## src/rtl/ram_sdp_param_pkg.sv

```systemverilog
// Shared constants for the simple-dual-port RAM: read-during-write modes and
// the clear-engine state encoding.
package ram_pkg;

  localparam int unsigned RDW_OLD = 0;
  localparam int unsigned RDW_NEW = 1;

  typedef enum logic {
    CLR_IDLE  = 1'b0,
    CLR_CLEAR = 1'b1
  } clr_state_e;

endpackage

```

## src/rtl/ram_sdp_param_if.sv

```systemverilog
// Port bundle for ram_sdp_param: clear request/status, byte-masked write port
// and registered read port. The RAM sits on the slave side.
interface ram_sdp_param_if #(
  parameter int unsigned DATA_W = 16,
  parameter int unsigned ADDR_W = 6
);

  localparam int unsigned BE_W = DATA_W / 8;

  logic              init_start;
  logic              init_busy;
  logic              we;
  logic [ADDR_W-1:0] waddr;
  logic [DATA_W-1:0] wdata;
  logic [BE_W-1:0]   wbe;
  logic              re;
  logic [ADDR_W-1:0] raddr;
  logic [DATA_W-1:0] rdata;
  logic              rvalid;

  modport master (
    output init_start, we, waddr, wdata, wbe, re, raddr,
    input  init_busy, rdata, rvalid
  );

  modport slave (
    input  init_start, we, waddr, wdata, wbe, re, raddr,
    output init_busy, rdata, rvalid
  );

endinterface

```

## src/rtl/ram_sdp_param_clear_ctrl.sv

```systemverilog
// Clear engine for ram_sdp_param: walks every word once after reset or on
// request, owning the write port while busy and gating user traffic.
module ram_clear_ctrl
  import ram_pkg::*;
#(
  parameter int unsigned ADDR_W = 6,
  parameter int unsigned DEPTH  = 64
) (
  input  logic              clk,
  input  logic              rst_n,
  input  logic              init_start,
  output logic              init_busy,
  output logic              user_en,
  output logic              clr_we,
  output logic [ADDR_W-1:0] clr_addr
);

  localparam logic [ADDR_W-1:0] LAST_ADDR = ADDR_W'(DEPTH - 1);

  clr_state_e        state, state_nxt;
  logic [ADDR_W-1:0] cnt, cnt_nxt;

  always_ff @(posedge clk or negedge rst_n) begin
    if (!rst_n) begin
      state <= CLR_CLEAR;
      cnt   <= '0;
    end else begin
      state <= state_nxt;
      cnt   <= cnt_nxt;
    end
  end

  // A start request in IDLE also masks that cycle's user read/write.
  always_comb begin
    state_nxt = state;
    cnt_nxt   = cnt;
    init_busy = 1'b0;
    user_en   = 1'b0;
    clr_we    = 1'b0;
    case (state)
      CLR_IDLE: begin
        if (init_start) begin
          state_nxt = CLR_CLEAR;
          cnt_nxt   = '0;
        end else begin
          user_en = 1'b1;
        end
      end
      CLR_CLEAR: begin
        init_busy = 1'b1;
        clr_we    = 1'b1;
        if (cnt == LAST_ADDR) begin
          state_nxt = CLR_IDLE;
          cnt_nxt   = '0;
        end else begin
          cnt_nxt = cnt + 1'b1;
        end
      end
      default: begin
        state_nxt = CLR_IDLE;
        cnt_nxt   = '0;
      end
    endcase
  end

  assign clr_addr = cnt;

endmodule

```

## src/rtl/ram_sdp_param.sv

```systemverilog
// Parametrised simple-dual-port RAM with byte-masked writes, registered read
// data, selectable read-during-write and a built-in clear engine.
// Define RAM_OUT_REG_EN for a second output register stage (read latency 2).
module ram_sdp_param
  import ram_pkg::*;
#(
  parameter int unsigned DATA_W   = 16,
  parameter int unsigned ADDR_W   = 6,
  parameter int unsigned DEPTH    = 64,
  parameter int unsigned RDW_MODE = RDW_OLD
) (
  input  logic            clk,
  input  logic            rst_n,
  ram_sdp_param_if.slave  bus
);

  localparam int unsigned BE_W  = DATA_W / 8;
  localparam int unsigned IDX_W = (DEPTH > 1) ? $clog2(DEPTH) : 1;
  localparam logic [ADDR_W:0] DEPTH_X = (ADDR_W + 1)'(DEPTH);

  function automatic logic in_range(input logic [ADDR_W-1:0] a);
    return {1'b0, a} < DEPTH_X;
  endfunction

  function automatic logic [DATA_W-1:0] be_merge(
    input logic [DATA_W-1:0] old_w,
    input logic [DATA_W-1:0] new_w,
    input logic [BE_W-1:0]   be
  );
    logic [DATA_W-1:0] r;
    r = old_w;
    for (int unsigned i = 0; i < BE_W; i++) begin
      if (be[i]) r[8*i +: 8] = new_w[8*i +: 8];
    end
    return r;
  endfunction

  logic [DATA_W-1:0] mem [DEPTH];

  logic              user_en;
  logic              clr_we;
  logic [ADDR_W-1:0] clr_addr;
  logic              busy;

  ram_clear_ctrl #(
    .ADDR_W (ADDR_W),
    .DEPTH  (DEPTH)
  ) u_clear_ctrl (
    .clk        (clk),
    .rst_n      (rst_n),
    .init_start (bus.init_start),
    .init_busy  (busy),
    .user_en    (user_en),
    .clr_we     (clr_we),
    .clr_addr   (clr_addr)
  );

  assign bus.init_busy = busy;

  // Write port: clear engine has priority; out-of-range user writes are dropped.
  logic              wr_en;
  logic [ADDR_W-1:0] wr_addr;
  logic [DATA_W-1:0] wr_data;
  logic [BE_W-1:0]   wr_be;

  always_comb begin
    wr_en   = 1'b0;
    wr_addr = '0;
    wr_data = '0;
    wr_be   = '0;
    if (clr_we) begin
      wr_en   = 1'b1;
      wr_addr = clr_addr;
      wr_be   = '1;
    end else if (user_en && bus.we && in_range(bus.waddr)) begin
      wr_en   = 1'b1;
      wr_addr = bus.waddr;
      wr_data = bus.wdata;
      wr_be   = bus.wbe;
    end
  end

  always_ff @(posedge clk) begin
    if (wr_en) begin
      for (int unsigned i = 0; i < BE_W; i++) begin
        if (wr_be[i]) mem[wr_addr[IDX_W-1:0]][8*i +: 8] <= wr_data[8*i +: 8];
      end
    end
  end

  // Read port: the array is sampled before the edge, so the stored word is
  // the pre-write value; new-data mode merges the write bytes in front of it.
  logic              rd_en;
  logic              rd_hit;
  logic              rd_coll;
  logic [DATA_W-1:0] rd_old;
  logic [DATA_W-1:0] rd_word;

  assign rd_en   = user_en & bus.re;
  assign rd_hit  = in_range(bus.raddr);
  assign rd_old  = rd_hit ? mem[bus.raddr[IDX_W-1:0]] : '0;
  assign rd_coll = user_en & bus.we & rd_hit & (bus.waddr == bus.raddr);

  always_comb begin
    rd_word = rd_old;
    if (RDW_MODE == RDW_NEW && rd_coll) rd_word = be_merge(rd_old, bus.wdata, bus.wbe);
  end

  logic [DATA_W-1:0] rdata1;
  logic              rvalid1;

  always_ff @(posedge clk or negedge rst_n) begin
    if (!rst_n) begin
      rdata1  <= '0;
      rvalid1 <= 1'b0;
    end else begin
      rvalid1 <= rd_en;
      if (rd_en) rdata1 <= rd_word;
    end
  end

`ifdef RAM_OUT_REG_EN
  logic [DATA_W-1:0] rdata2;
  logic              rvalid2;

  always_ff @(posedge clk or negedge rst_n) begin
    if (!rst_n) begin
      rdata2  <= '0;
      rvalid2 <= 1'b0;
    end else begin
      rvalid2 <= rvalid1 & ~busy;
      if (rvalid1) rdata2 <= rdata1;
    end
  end

  assign bus.rdata  = rdata2;
  assign bus.rvalid = rvalid2 & ~busy;
`else
  assign bus.rdata  = rdata1;
  assign bus.rvalid = rvalid1;
`endif

endmodule

```

## src/flat_wrapper.sv

```systemverilog
// flat-port wrapper written by rule: the top's interface ports become plain ports
module ram_sdp_param_flat import ram_pkg::*;
#(
  parameter int unsigned DATA_W   = 16,
  parameter int unsigned ADDR_W   = 6,
  parameter int unsigned DEPTH    = 64,
  parameter int unsigned RDW_MODE = RDW_OLD
)
  (clk, rst_n, bus_init_start, bus_we, bus_waddr, bus_wdata, bus_wbe, bus_re, bus_raddr, bus_init_busy, bus_rdata, bus_rvalid);
  ram_sdp_param_if #(.DATA_W(DATA_W), .ADDR_W(ADDR_W)) bus_i ();
  input  logic clk;
  input  logic rst_n;
  input wire logic [$bits(bus_i.init_start)-1:0] bus_init_start;
  input wire logic [$bits(bus_i.we)-1:0] bus_we;
  input wire logic [$bits(bus_i.waddr)-1:0] bus_waddr;
  input wire logic [$bits(bus_i.wdata)-1:0] bus_wdata;
  input wire logic [$bits(bus_i.wbe)-1:0] bus_wbe;
  input wire logic [$bits(bus_i.re)-1:0] bus_re;
  input wire logic [$bits(bus_i.raddr)-1:0] bus_raddr;
  output wire logic [$bits(bus_i.init_busy)-1:0] bus_init_busy;
  output wire logic [$bits(bus_i.rdata)-1:0] bus_rdata;
  output wire logic [$bits(bus_i.rvalid)-1:0] bus_rvalid;
  assign bus_i.init_start = bus_init_start;
  assign bus_i.we = bus_we;
  assign bus_i.waddr = bus_waddr;
  assign bus_i.wdata = bus_wdata;
  assign bus_i.wbe = bus_wbe;
  assign bus_i.re = bus_re;
  assign bus_i.raddr = bus_raddr;
  assign bus_init_busy = bus_i.init_busy;
  assign bus_rdata = bus_i.rdata;
  assign bus_rvalid = bus_i.rvalid;
  ram_sdp_param #(.DATA_W(DATA_W), .ADDR_W(ADDR_W), .DEPTH(DEPTH), .RDW_MODE(RDW_MODE)) u_core (.clk(clk), .rst_n(rst_n), .bus(bus_i));
endmodule
```

## config.mk

```make
export PLATFORM = sky130hd
export DESIGN_NAME = ram_sdp_param_flat
export DESIGN_NICKNAME = d
export VERILOG_FILES = /design/src/rtl/ram_sdp_param_pkg.sv /design/src/rtl/ram_sdp_param_if.sv /design/src/rtl/ram_sdp_param_clear_ctrl.sv /design/src/rtl/ram_sdp_param.sv /design/src/flat_wrapper.sv
export SDC_FILE = /design/constraint.sdc
export NUM_CORES = 1
export LEC_CHECK = 0
export CAP_MARGIN = 20
export CELL_PAD_IN_SITES_DETAIL_PLACEMENT = 1
export CELL_PAD_IN_SITES_GLOBAL_PLACEMENT = 2
export CORE_ASPECT_RATIO = 1.75
export CORE_MARGIN = 3
export CORE_UTILIZATION = 44
export CTS_CLUSTER_SIZE = 30
export DETAILED_ROUTE_END_ITERATION = 8
export GPL_ROUTABILITY_DRIVEN = 0
export PLACE_DENSITY_LB_ADDON = 0.1
export SKIP_CTS_REPAIR_TIMING = 1
export SLEW_MARGIN = 20
export SYNTH_ARGS = -nofsm -noshare
export SYNTH_HDL_FRONTEND = slang
export SYNTH_SLANG_ARGS = --single-unit
```

## constraint.sdc

```tcl
create_clock -name clk -period 2.48 [get_ports clk]
set_input_delay 0.248 -clock clk [delete_from_list [all_inputs] [get_ports clk]]
set_output_delay 0.248 -clock clk [all_outputs]
set_load 0.05 [all_outputs]
```

# Word-level counts from Yosys, hierarchy flattened

Memories as Yosys holds them, arrays and structs flattened. A register that Yosys moved wholly into a read port is not among the register bits.
Index checks and enable logic that the tools add are counted.

Word-level logic and storage cells: 34
Output and inout bits: 18
Memory bits (writable): 1024
Register bits: 8
Memories: 1
Bits of input ports: 35

Reduce and logical (&&, ||, !) cells: 2
Muxes and demuxes: 23
Bitwise gates (word level): 2
Add/sub/neg operators: 1
Equal/unequal tests: 2

Memories:

| memory     | words | width | read ports | clocked after memory_dff | wr ports | RTL line            | RTL |
|---|---|---|---|---|---|---|---|
| u_core.mem | 64    | 16    | 1          | 1                        | 1        | ram_sdp_param.sv:38 | `logic [DATA_W-1:0] mem [DEPTH];` |

Operators by type and width:

| kind                  | number |
|---|---|
| $mux W16              | 2 |
| $mux W6               | 4 |
| $mux W1               | 13 |
| $pmux W6 S2           | 1 |
| $add A6 B1 Y6 const B | 1 |
| $eq A6 B6 Y1 const B  | 1 |
| $mux W2               | 2 |
| $ne A2 B2 Y1 const B  | 1 |
| $pmux W1 S2           | 1 |
| $and A1 B1 Y1         | 1 |
| $logic_and A1 B1 Y1   | 1 |
| $logic_not A1 Y1      | 1 |
| $not A1 Y1            | 1 |

# Logic depth before layout (Yosys ltp)

Depth after elaboration: 8
Mapped depth: 11
Mapped depth without buffers: 6

# By module

A second synthesis with hierarchy kept.

Cells, all modules: 2001
Area total of the unflattened synthesis: 40706.5 um^2

Modules (own cells, without submodules):

| module         | cells each | area an instance (um^2) | times used | sequential area each (um^2) |
|---|---|---|---|---|
| ram_sdp_param  | 1962       | 40338.7                 | 1          | 31174.9 |
| ram_clear_ctrl | 39         | 367.9                   | 1          | 176.4 |

# Least setup slack after synthesis

No wires, ideal clock.

Kind: register -> register
Start point: register u_core.u_clear_ctrl.state
End point: memory u_core.mem[32][0] (enable)
Arrival time: 2173 ps
Cell stages (with the launch flop): 8
Required time: 2110 ps
Library setup time: 370 ps
Setup slack: -63 ps
Period minus slack after synthesis: 2543 ps
Path buffers: 2
Path through: dfstp_2 -> nor3b_1 -> clkbuf_1 -> a22o_1 -> nor2_1 -> nand2_1 -> clkbuf_1 -> nor2_1

Longest elaborated chain between the ends: 7
Elaborated cells between the ends (all ways): 12
Classes of those cells: 11 x mux; 1 x reduce/logical

RTL lines:

| item                          | RTL line                       | RTL |
|---|---|---|
| start: declaration            | ram_sdp_param_clear_ctrl.sv:20 | `clr_state_e state, state_nxt;` |
| start signal: assignment      | ram_sdp_param_clear_ctrl.sv:28 | `state <= state_nxt;` |
| $mux W1                       | ram_sdp_param_clear_ctrl.sv:40 | `case (state)` |
| $logic_and A1 B1 Y1           | ram_sdp_param.sv:75            | `end else if (user_en && bus.we && in_range(bus.waddr)) begin` |
| $mux W2                       | ram_sdp_param.sv:75            |  |
| $mux W2                       | ram_sdp_param.sv:71            | `if (clr_we) begin` |
| $mux W1                       | ram_sdp_param.sv:86            | `if (wr_be[i]) mem[wr_addr[IDX_W-1:0]][8*i +: 8] <= wr_data[8*i +: 8];` |
| $mux W1                       | ram_sdp_param.sv:84            | `if (wr_en) begin` |
| $mux W1 (not written as such) | ram_sdp_param.sv:86            |  |
| end: declaration              | ram_sdp_param.sv:38            |  |

Parallel ways exist; a longest one is shown, timed or not.

# Worst setup path in the final report

Start point: register u_core.u_clear_ctrl.state
End point: memory u_core.mem[51][9] (enable)

Same word-level chain as after synthesis.

==> metrics.json <==
{
  "run_status": "finished, final reports clean",
  "first_global_vias": 23260,
  "worst-r2r-setup-slack_ps": 100,
  "max_clock_freq_mhz": 420.6,
  "fp.dieH_um": 409.2,
  "power_report.internal_total_mw": 30.62,
  "sw_frac_of_total_pct": 25.22,
  "setup_repair_after_global_routing_missed_its_margin": "yes",
  "io_pins": 53,
  "total_leakage_power_nw": 17.44,
  "worst_r2r_path_depth": 10,
  "wl_met2_mm": 63.16,
  "insertedDiodeCount": 0,
  "postPlaceCellArea_um2": 45910,
  "synthMostInstantiatedCell": "sky130_fd_sc_hd__edfxtp_1",
  "finalWirelength_mm": 112.3,
  "synth-seq-area-share_pct": 76.69,
  "dpl.hpwl_mm": 78.05,
  "final.setup_skew_ps": 20.12,
  "final-hold-violation-count": 0,
  "clock_insertion_delay_worst_skew_ps": 680,
  "fin_setup_tns_ps": 0,
  "first_pass_iters": 5,
  "die_w_um": 236.4,
  "slew_headroom_pct": 53.02,
  "synth_edf_count": 1024,
  "floorplan.core_area_um2": 91960,
  "netlist-cell-type-count": 40,
  "synth-async-reset-ratio_pct": 2.290,
  "power.sequential.fraction_pct": 50.6,
  "p_sw_mw": 10.32,
  "required_ps": 2860,
  "share_comb_of_total_power_pct": 13.6,
  "worstHoldPathType": "input port to flip-flop",
  "synth.cell_area_um2": 40880,
  "groute.usage.overall_pct": 23.36,
  "layout_worst_path_cycle_share_pct": 95.87,
  "grt_remaining_overflow": 0,
  "h-tree-depth": 3,
  "crit_path_max_incr_delay_ps": 380,
  "final_layout_size_suffix_gt1_share_pct": 28.55,
  "synth_nets": 2114,
  "crit_fanout": 8,
  "synth_top_area_cell": "sky130_fd_sc_hd__edfxtp_1",
  "clkSlewWorstSetupHoldPaths_ps": 70,
  "cts.path.max_buffers": 3,
  "syn-mean-instance-area_um2": 19.67,
  "min_to": "u_core.u_clear_ctrl.clr_addr[1]",
  "timing.hold.ws_ps": 375.9,
  "synthesis.yosys.warnings": 0,
  "route.met3.wl_mm": 3.585,
  "inserted_clock_buffers": 94,
  "synthesis.instances": 2078,
  "timing.hold.worst.start": "bus_init_start",
  "wl_per_cell_um": 30.17,
  "std_cell_rows": 147,
  "critical_path.slowest_cell": "sky130_fd_sc_hd__dfstp_2",
  "area.growth.synth_to_final_pct": 20.09,
  "initial_utilization_pct": 44.45,
  "wl_met1_mm": 41.10,
  "synth_flop_cell": "sky130_fd_sc_hd__edfxtp_1",
  "tritoncts": "built",
  "grt_antenna_before_repair": 1,
  "stdcell_area_um2": 49090,
  "timing.setup.critical_path_class": "flip-flop to flip-flop",
  "power_density_nw_per_um2": 834.0,
  "setup_viol": 0,
  "placement.io_buffers": 52,
  "clock_tree.root_cell": "sky130_fd_sc_hd__clkbuf_16",
  "crit_top_cell": "sky130_fd_sc_hd__buf_4",
  "top_layer": "met4",
  "grt_max_degree": 65,
  "detail_route.drc_violations": 0,
  "final_max_slew_viol_count": 0,
  "min_period_ps": 2378,
  "worstReg2RegStart": "u_core.u_clear_ctrl.state",
  "clock_power_share_pct": 35.9,
  "cap_viol_max_count": 0,
  "cell_depth_of_the_worst_hold_path": 3,
  "dr.first_iter.drc_count": 1403,
  "synth_top_area_share_pct": 75.22,
  "synth.area.top_cells": "sky130_fd_sc_hd__edfxtp_1 75%, sky130_fd_sc_hd__mux4_2 8.8%, sky130_fd_sc_hd__mux2i_1 4.7%",
  "dr_total_vias": 20979,
  "critical_path_data_arrival_time_ps": 2760,
  "critical_path_start_type": "flip-flop",
  "timing.critical_path.to_type": "flip-flop",
  "critical_path.cell_chain": "nor3b_4 -> buf_4 -> buf_4 -> a22oi_1 -> nor2_1 -> buf_4 -> nand2_1 -> buf_12 -> nor2_1 -> buf_4",
  "synth_seq_cells": 1048,
  "cts.sinks": 1048,
  "nets": 2486,
  "post_drt_via_cell_ratio": 5.638,
  "ant_nets": 0,
  "vdd.ir_drop.worst_mv": 0.6355,
  "commonest_cells_in_the_netlist": "1,024 x sky130_fd_sc_hd__edfxtp_1, 193 x sky130_fd_sc_hd__mux2i_1, 170 x sky130_fd_sc_hd__nor2_1, 159 x sky130_fd_sc_hd__mux4_2, 117 x sky130_fd_sc_hd__a22oi_1",
  "worst_slew_pin_slew_ps": 702.5,
  "wire_length_of_the_first_global_routing_pass_mm": 163.7,
  "dieArea_um2": 96740,
  "crit-reg2reg-capture": "u_core.mem[51][9]"
}
-- kinds of logic (layout without fill, tap and decap cells) --
logic type | after synthesis | in the layout | synth area share [%]
buf+inv | 122 | 573 | 1.579
compound gates | 216 | 216 | 3.823
fa+ha+maj | 1 | 1 | 0.03060
mux | 385 | 385 | 14.43
xor+xnor | 1 | 1 | 0.02143
simple gates | 305 | 305 | 3.422
flops | 1048 | 1048 | 76.69
-- critical path, delay by kind of cell (launching register included) --
family	cells	cell delay (ps)
AOI/OAI and AO/OA	1	80
and+or+nand+nor	4	750
buffers and inverters	5	850
DFF	1	380
-- state kept, by name, indices dropped and copies added (netlist names) --
signal,count
u_core.bus.rvalid,1
u_core.u_clear_ctrl.state,1
u_core.mem,1024
u_core.u_clear_ctrl.clr_addr,6
u_core.bus.rdata,16
-- layout by cell type, fill, tap and decap left out, drive strengths merged --
| cell | n |
|---|---|
| and2 | 18 |
| nand2b | 4 |
| o21ai | 26 |
| mux2i | 193 |
| a22o | 5 |
| inv | 9 |
| and3b | 1 |
| bufinv | 10 |
| dlymetal6s2s | 1 |
| a32o | 2 |
| a41oi | 16 |
| nor2 | 170 |
| nand4bb | 1 |
| clkbuf | 110 |
| xor2 | 1 |
| nand4 | 1 |
| a22oi | 117 |
| mux4 | 160 |
| dlygate4sd3 | 1 |
| nand2 | 28 |
| dfrtp | 23 |
| or2 | 1 |
| nand3 | 57 |
| buf | 348 |
| a211o | 16 |
| and3 | 1 |
| dfstp | 1 |
| mux2 | 32 |
| ha | 1 |
| edfxtp | 1024 |
| clkinv | 42 |
| clkdlybuf4s50 | 47 |
| clkinvlp | 5 |
| nor4b | 16 |
| nand4b | 1 |
| nor3b | 2 |
| a21oi | 2 |
| o22ai | 32 |
| nor2b | 4 |
-- per-layer routing --
layer,track usage [%],vias up
li1,-,9268
met1,26.46,11133
met2,44.62,414
met3,2.471,164
met4,9.330,0
met5,0,-
-- how the worst max path moves through the flow --
stage | start | end | slack (ps) | cells after the start
3_5_place_dp | bus_init_start | u_core.mem[0][8] | -560 | 11
6_report | u_core.u_clear_ctrl.state | u_core.mem[51][9] | 100 | 10
5_1_grt | u_core.u_clear_ctrl.state | u_core.mem[60][8] | 10 | 9
4_1_cts | u_core.u_clear_ctrl.state | u_core.mem[0][13] | -260 | 10
2_1_floorplan | u_core.u_clear_ctrl.state | u_core.mem[32][0] | -60 | 7
3_3_place_gp | bus_we | u_core.mem[0][12] | -560 | 11
-- through the flow --
stage / setup WS (ps) / util (%) / total power, mW / cells
after floorplan: -63.18 / - / 23.61 / 2078
after global placement: -557.9 / 49.92 / 26.53 / 3543
after detailed placement: -564.7 / 49.92 / 26.66 / 3543
after CTS: -260.5 / 53.28 / 41.34 / 3718
after global routing: 11.72 / 53.38 / 42.40 / 3721
final: 102.4 / 53.38 / 40.94 / 3721
-- cell type report --
class | count | area, um2
multi-input cells | 908 | 8984
repair buffers | 397 | 4172
inverters | 1 | 3.754
clock buffers | 110 | 2474
flip-flops and latches | 1048 | 31350
clock inverters | 65 | 616.8
well taps | 1192 | 1491
fillers | 8247 | 42870
-- power by group through the flow --
stage               clock [mW]  combinational (mW)  sequential, mW
floorplan                    0                2.30            21.3
global placement             0                5.50            21.0
detailed placement           0                5.59            21.1
CTS                       15.0                5.60            20.7
global route              15.7                5.90            20.8
finish                    14.7                5.55            20.7
Power figures use the tool's default switching activity.
